[config.mk]
export PLATFORM = sky130hd
export DESIGN_NAME = keypad_scanner_flat
export DESIGN_NICKNAME = d
export VERILOG_FILES = /design/src/rtl/keypad_scanner_if.sv /design/src/rtl/keypad_scanner.sv /design/src/flat_wrapper.sv
export SDC_FILE = /design/constraint.sdc
export NUM_CORES = 1
export LEC_CHECK = 0
export BUFFER_PORTS_ARGS = -buffer_cell sky130_fd_sc_hd__buf_2
export CAP_MARGIN = 5
export CORE_ASPECT_RATIO = 1.4
export CORE_MARGIN = 2
export CORE_UTILIZATION = 50
export CTS_CLUSTER_DIAMETER = 60
export DETAILED_ROUTE_END_ITERATION = 12
export PLACE_DENSITY = 0.71
export SLEW_MARGIN = 20
export SYNTH_ARGS = -nofsm -noshare
export SYNTH_HDL_FRONTEND = slang
export SYNTH_SLANG_ARGS = --single-unit
export TNS_END_PERCENT = 20
[constraint.sdc]
create_clock -name clk -period 2 [get_ports clk]
set_clock_uncertainty 0.05 [all_clocks]
set_input_delay 0.1 -clock clk [delete_from_list [all_inputs] [get_ports clk]]
set_output_delay 0.1 -clock clk [all_outputs]
set_load 0.03 [all_outputs]
[src/rtl/keypad_scanner_if.sv]
// Keypad scanner signal bundle: row sense in, column drive and key report out.
// master = scanner side, slave = keypad/consumer side.
`timescale 1ns/1ps
interface keypad_scanner_if;
    logic [3:0] row;
    logic [3:0] col;
    logic       strobe;
    logic [7:0] cur_key;
    logic       key_held;

    modport master (input row, output col, output strobe, output cur_key, output key_held);
    modport slave  (output row, input col, input strobe, input cur_key, input key_held);
endinterface

[src/rtl/keypad_scanner.sv]
// 4x4 keypad scanner: column rotation, debounced press/release, one-cycle strobe per press.
// Optional macro KEYPAD_MULTI_KEY_REJECT_EN rejects samples with more than one row active.
`timescale 1ns/1ps
module keypad_scanner #(
    parameter int unsigned SCAN_DIV        = 1000,
    parameter int unsigned DEBOUNCE_CYCLES = 50000
) (
    input  logic             clk,
    input  logic             rst,
    keypad_scanner_if.master kp
);
    localparam int unsigned SW = $clog2(SCAN_DIV);
    localparam int unsigned DW = $clog2(DEBOUNCE_CYCLES);
    localparam logic [SW-1:0] SCAN_LAST = SW'(SCAN_DIV - 1);
    localparam logic [DW-1:0] DEB_LAST  = DW'(DEBOUNCE_CYCLES - 1);

    typedef enum logic [1:0] {StScan, StDebounce, StPressed, StRelease} state_t;

    state_t        state_q;
    logic [3:0]    row_meta_q;
    logic [3:0]    rs;
    logic [SW-1:0] scan_cnt_q;
    logic [DW-1:0] deb_cnt_q;
    logic [3:0]    col_q;
    logic [3:0]    cand_row_q;
    logic [7:0]    cur_key_q;
    logic          strobe_q;
    logic          key_held_q;

    logic [3:0] rs_pick;
    logic       rs_ok;
    logic       cand_match;
    logic       cand_high;
    logic [3:0] col_next;

`ifdef KEYPAD_MULTI_KEY_REJECT_EN
    assign rs_pick    = rs;
    assign rs_ok      = (rs != 4'd0) && ((rs & (rs - 4'd1)) == 4'd0);
    assign cand_match = (rs == cand_row_q);
`else
    // Lowest row index (highest-order bit) wins; other rows are ignored.
    assign rs_pick    = rs[3] ? 4'b1000 :
                        rs[2] ? 4'b0100 :
                        rs[1] ? 4'b0010 : {3'b000, rs[0]};
    assign rs_ok      = |rs;
    assign cand_match = |(rs & cand_row_q);
`endif

    assign cand_high = |(rs & cand_row_q);
    assign col_next  = {col_q[0], col_q[3:1]};

    always_ff @(posedge clk or posedge rst) begin
        if (rst) begin
            row_meta_q <= 4'd0;
            rs         <= 4'd0;
        end else begin
            row_meta_q <= kp.row;
            rs         <= row_meta_q;
        end
    end

    always_ff @(posedge clk or posedge rst) begin
        if (rst) begin
            state_q    <= StScan;
            scan_cnt_q <= '0;
            deb_cnt_q  <= '0;
            col_q      <= 4'b1000;
            cand_row_q <= 4'd0;
            cur_key_q  <= 8'd0;
            strobe_q   <= 1'b0;
            key_held_q <= 1'b0;
        end else begin
            strobe_q <= 1'b0;
            unique case (state_q)
                StScan: begin
                    if (scan_cnt_q == SCAN_LAST) begin
                        scan_cnt_q <= '0;
                        if (rs_ok) begin
                            cand_row_q <= rs_pick;
                            deb_cnt_q  <= '0;
                            state_q    <= StDebounce;
                        end else begin
                            col_q <= col_next;
                        end
                    end else begin
                        scan_cnt_q <= scan_cnt_q + SW'(1);
                    end
                end
                StDebounce: begin
                    if (!cand_match) begin
                        col_q   <= col_next;
                        state_q <= StScan;
                    end else if (deb_cnt_q == DEB_LAST) begin
                        cur_key_q  <= {cand_row_q, col_q};
                        strobe_q   <= 1'b1;
                        key_held_q <= 1'b1;
                        state_q    <= StPressed;
                    end else begin
                        deb_cnt_q <= deb_cnt_q + DW'(1);
                    end
                end
                StPressed: begin
                    if (!cand_high) begin
                        deb_cnt_q <= '0;
                        state_q   <= StRelease;
                    end
                end
                StRelease: begin
                    if (cand_high) begin
                        state_q <= StPressed;
                    end else if (deb_cnt_q == DEB_LAST) begin
                        key_held_q <= 1'b0;
                        col_q      <= col_next;
                        state_q    <= StScan;
                    end else begin
                        deb_cnt_q <= deb_cnt_q + DW'(1);
                    end
                end
                default: state_q <= StScan;
            endcase
        end
    end

    assign kp.col      = col_q;
    assign kp.strobe   = strobe_q;
    assign kp.cur_key  = cur_key_q;
    assign kp.key_held = key_held_q;
endmodule

[src/flat_wrapper.sv]
// flat-port wrapper written by rule: the top's interface ports become plain ports
module keypad_scanner_flat 
#(
    parameter int unsigned SCAN_DIV        = 1000,
    parameter int unsigned DEBOUNCE_CYCLES = 50000
)
  (clk, rst, kp_row, kp_col, kp_strobe, kp_cur_key, kp_key_held);
  keypad_scanner_if kp_i ();
  input  logic clk;
  input  logic rst;
  input wire logic [$bits(kp_i.row)-1:0] kp_row;
  output wire logic [$bits(kp_i.col)-1:0] kp_col;
  output wire logic [$bits(kp_i.strobe)-1:0] kp_strobe;
  output wire logic [$bits(kp_i.cur_key)-1:0] kp_cur_key;
  output wire logic [$bits(kp_i.key_held)-1:0] kp_key_held;
  assign kp_i.row = kp_row;
  assign kp_col = kp_i.col;
  assign kp_strobe = kp_i.strobe;
  assign kp_cur_key = kp_i.cur_key;
  assign kp_key_held = kp_i.key_held;
  keypad_scanner #(.SCAN_DIV(SCAN_DIV), .DEBOUNCE_CYCLES(DEBOUNCE_CYCLES)) u_core (.clk(clk), .rst(rst), .kp(kp_i));
endmodule
==> run_results.csv <==
group,metric,value,unit
drt,wl,5010,um
cts,tritoncts,"built",
sta,worstMarginPinSlew,596.4,ps
sta,maxSlewHeadroom,0.6018,
drt,vias,1937,
synthesis,synth_fp_nets,230,
finish,fill_cells,405,
worst_setup_path,reg2reg_from,"u_core.rs[1]",
pwr,peakVddDrop,0.4253,mV
min_path,hold_depth,0,
synthesis,async_flop_share,1.000,
synthesis,syn_area,2487,sq um
synthesis,yosysSeqAreaShare,0.5438,
finish,design_area,3144,sq um
global_routing,grt_pass1_wl,8576,um
sta,fmax,494.8,MHz
cts,cts_made_buffers,5,
sta,finalSetupViolations,6,
drt,routed_via_density,5.441,
floorplanning,start_util,0.5177,
synthesis,ys_types,48,
floorplanning,design.die.area,5563,sq um
worst_setup_path,rr_endpoint,"u_core.deb_cnt_q[11]",
global_routing,grt_max_degree,30,
floorplanning,fp-row-count,30,
worst_setup_path,crit_required,2160,ps
min_path,hp-class,"reg -> reg",
cts,clock-root-buffer,"clkbuf_8",
floorplanning,die_w,63.61,um
finish,area_growth_syn_to_layout,26.41,%
finish,nets,299,
drt,drc,0,
sta,timing.final.ws_setup,-20.90,ps
drt,wl_per_cell,14.07,um
run_status,violations,"setup timing",
synthesis,ys_warn_count,0,
synthesis,synth_edf_count,0,
synthesis,yosys.area.top_type,"dfrtp_1",
floorplanning,coreArea,4805,sq um
finish,drive_gt1_frac,0.3459,
synthesis,syn-instance-count,222,
synthesis,ys_ff_latch,54,
synthesis,synth_area_per_cell,11.20,sq um
floorplanning,ios,20,
sta,period_share,1.010,
place,place_ws,-46.92,ps
pwr,leakagePower,0.001571,uW
min_path,worstHoldStart,"u_core.row_meta_q[3]",
global_routing,track_usage,0.1988,
cts,clk_transition_reported_paths,100,ps
flow_run,drv_cap,0,
place,port_buffers,19,
worst_setup_path,cp.arrival,2180,ps
place,postPlaceCellArea,2975,sq um
place,dp_cells,343,
finish,seq_area,1353,sq um
cts,ctsLongestPathBuffers,2,
drt,detail_route.iter0.violations,69,
place,place.gp.congestion,0.8234,
global_routing,antenna_found_initial,0,
worst_setup_path,worstSetupEndpointType,"flip-flop",
synthesis,synth_top_area_frac,0.5332,
worst_setup_path,reg2reg_slack,-20,ps
synthesis,yosysMostFrequentCell,"dfrtp_1",
cts,clkSinkCount,54,
worst_setup_path,crit_type,"reg -> reg",
synthesis,synth_ff_type,"dfrtp_1",
sta,setup_tns,-74.86,ps
worst_setup_path,cp_max_fo,15,
global_routing,grt_overflow_total,0,
cts,clk_latency,320,ps
drt,drt_pass1_iterations,4,
worst_setup_path,worstRegToRegCells,5,
run_status,status,"complete, but fails checks",
worst_setup_path,startpoint_type,"flip-flop",
pwr,powerDensity,574.1,nW/um^2
cts,cts_setup_buffers,0,
floorplanning,die_h,87.46,um
sta,rsz0062_at_grt,"yes",
finish,antenna_cells,0,
finish,stdcell_count,356,
drt,ant_nets,0,
synthesis,synth.top_cells.by_count,"dfrtp_1, nor2_1, nand2_1",
cts,cts.htree.levels,2,
sta,final_hold_viol_count,0,
global_routing,grt_pass1_vias,1891,
finish,fin_util,0.6544,
synthesis,synth_area_leaders,"dfrtp_1, mux2_2, nor2_1",
place,dp_hpwl,3662,um
min_path,min_to,"u_core.rs[3]",
sta,drv_slew,0,
sta,finalCriticalPeriod,2021,ps
finish,multi_input_area,1095,sq um
[area by class of cell]
cell class | instances | share of cell area
well taps | 64 | 0.02547
flip-flops and latches | 54 | 0.4302
clock buffers | 6 | 0.02626
multi-input cells | 155 | 0.3482
clock inverters | 2 | 0.005173
repair buffers | 68 | 0.1564
inverters | 7 | 0.008357
[how the worst max path moves through the flow]
stage                                    start  cells past startpoint                    to  slack, ps
after CTS                         u_core.rs[1]                      5  u_core.deb_cnt_q[11]        -30
after global routing              u_core.rs[3]                      5  u_core.deb_cnt_q[11]        -90
after floorplan           u_core.scan_cnt_q[0]                      7   u_core.deb_cnt_q[7]        -40
final                             u_core.rs[1]                      5  u_core.deb_cnt_q[11]        -20
after detailed placement  u_core.deb_cnt_q[12]                      5      u_core.kp.col[0]        -50
after global placement    u_core.deb_cnt_q[10]                      5  u_core.kp.cur_key[7]         -7
[where the power goes]
part           switching (uW)  total (uW)  internal, uW
combinational            25.9        42.5          16.6
sequential               4.73        1100          1100
clock                     373         659           286
total                     404        1810          1400
[layout by cell type, fill, tap and decap left out, types with 6 or more instances in the layout]
cell type / n
dfrtp_1: 53
buf_4: 42
nand2_1: 21
nor2_1: 21
buf_2: 19
mux2_2: 13
and3_1: 11
nand4_1: 8
a221o_1: 8
inv_1: 6
nand3_1: 6
clkbuf_8: 6
[sequential cells by signal, indices dropped and copies added (netlist names), 4 cells and up, named ones only]
| register | flops |
|---|---|
| u_core.deb_cnt_q | 16 |
| u_core.scan_cnt_q | 10 |
| u_core.kp.cur_key | 8 |
| u_core.cand_row_q | 4 |
| u_core.kp.col | 4 |
| u_core.row_meta_q | 4 |
| u_core.rs | 4 |
[metrics by stage]
stage               total power, uW  hold WS (ps)
CTS                            1814         310.3
finish                         1805         310.1
global placement               1160         151.6
floorplan                      1143         81.43
detailed placement             1162         154.7
global route                   1859         324.4
[per-layer routing]
metal  routed length (um)  global-route usage  vias up
met5                    0                   0        -
li1                     -                   -      948
met3                   98             0.03105        9
met1                 2237              0.2487      956
met4                   87             0.07708        0
met2                 2587              0.3455       24
[timing repair]
action	in CTS	in global routing
endpoints found under the hold margin	30	0
endpoints found under the setup margin	21	25
resized for setup	2	3
pin swaps	3	1
hold buffers	5	0
[logic make-up (layout without fill, tap and decap cells)]
kind of cell / count (synthesis) / in the layout / share of synthesized area
and+or+nand+nor: 95 / 95 / 0.2123
muxes: 15 / 15 / 0.06891
buffers and inverters: 13 / 83 / 0.02364
adders and majority gates: 2 / 2 / 0.01006
DFF: 54 / 54 / 0.5438
AOI/OAI and AO/OA: 34 / 34 / 0.1097
xor gates and xnor gates: 9 / 9 / 0.03169
[critical path: stages (launching register included)]
cell     delay, ps
dfrtp_1        420
a22o_1         240
or2_4          260
mux2_4         310
a21o_4         270
a221o_1        370
No activity file was read; power rests on OpenSTA's default activity.
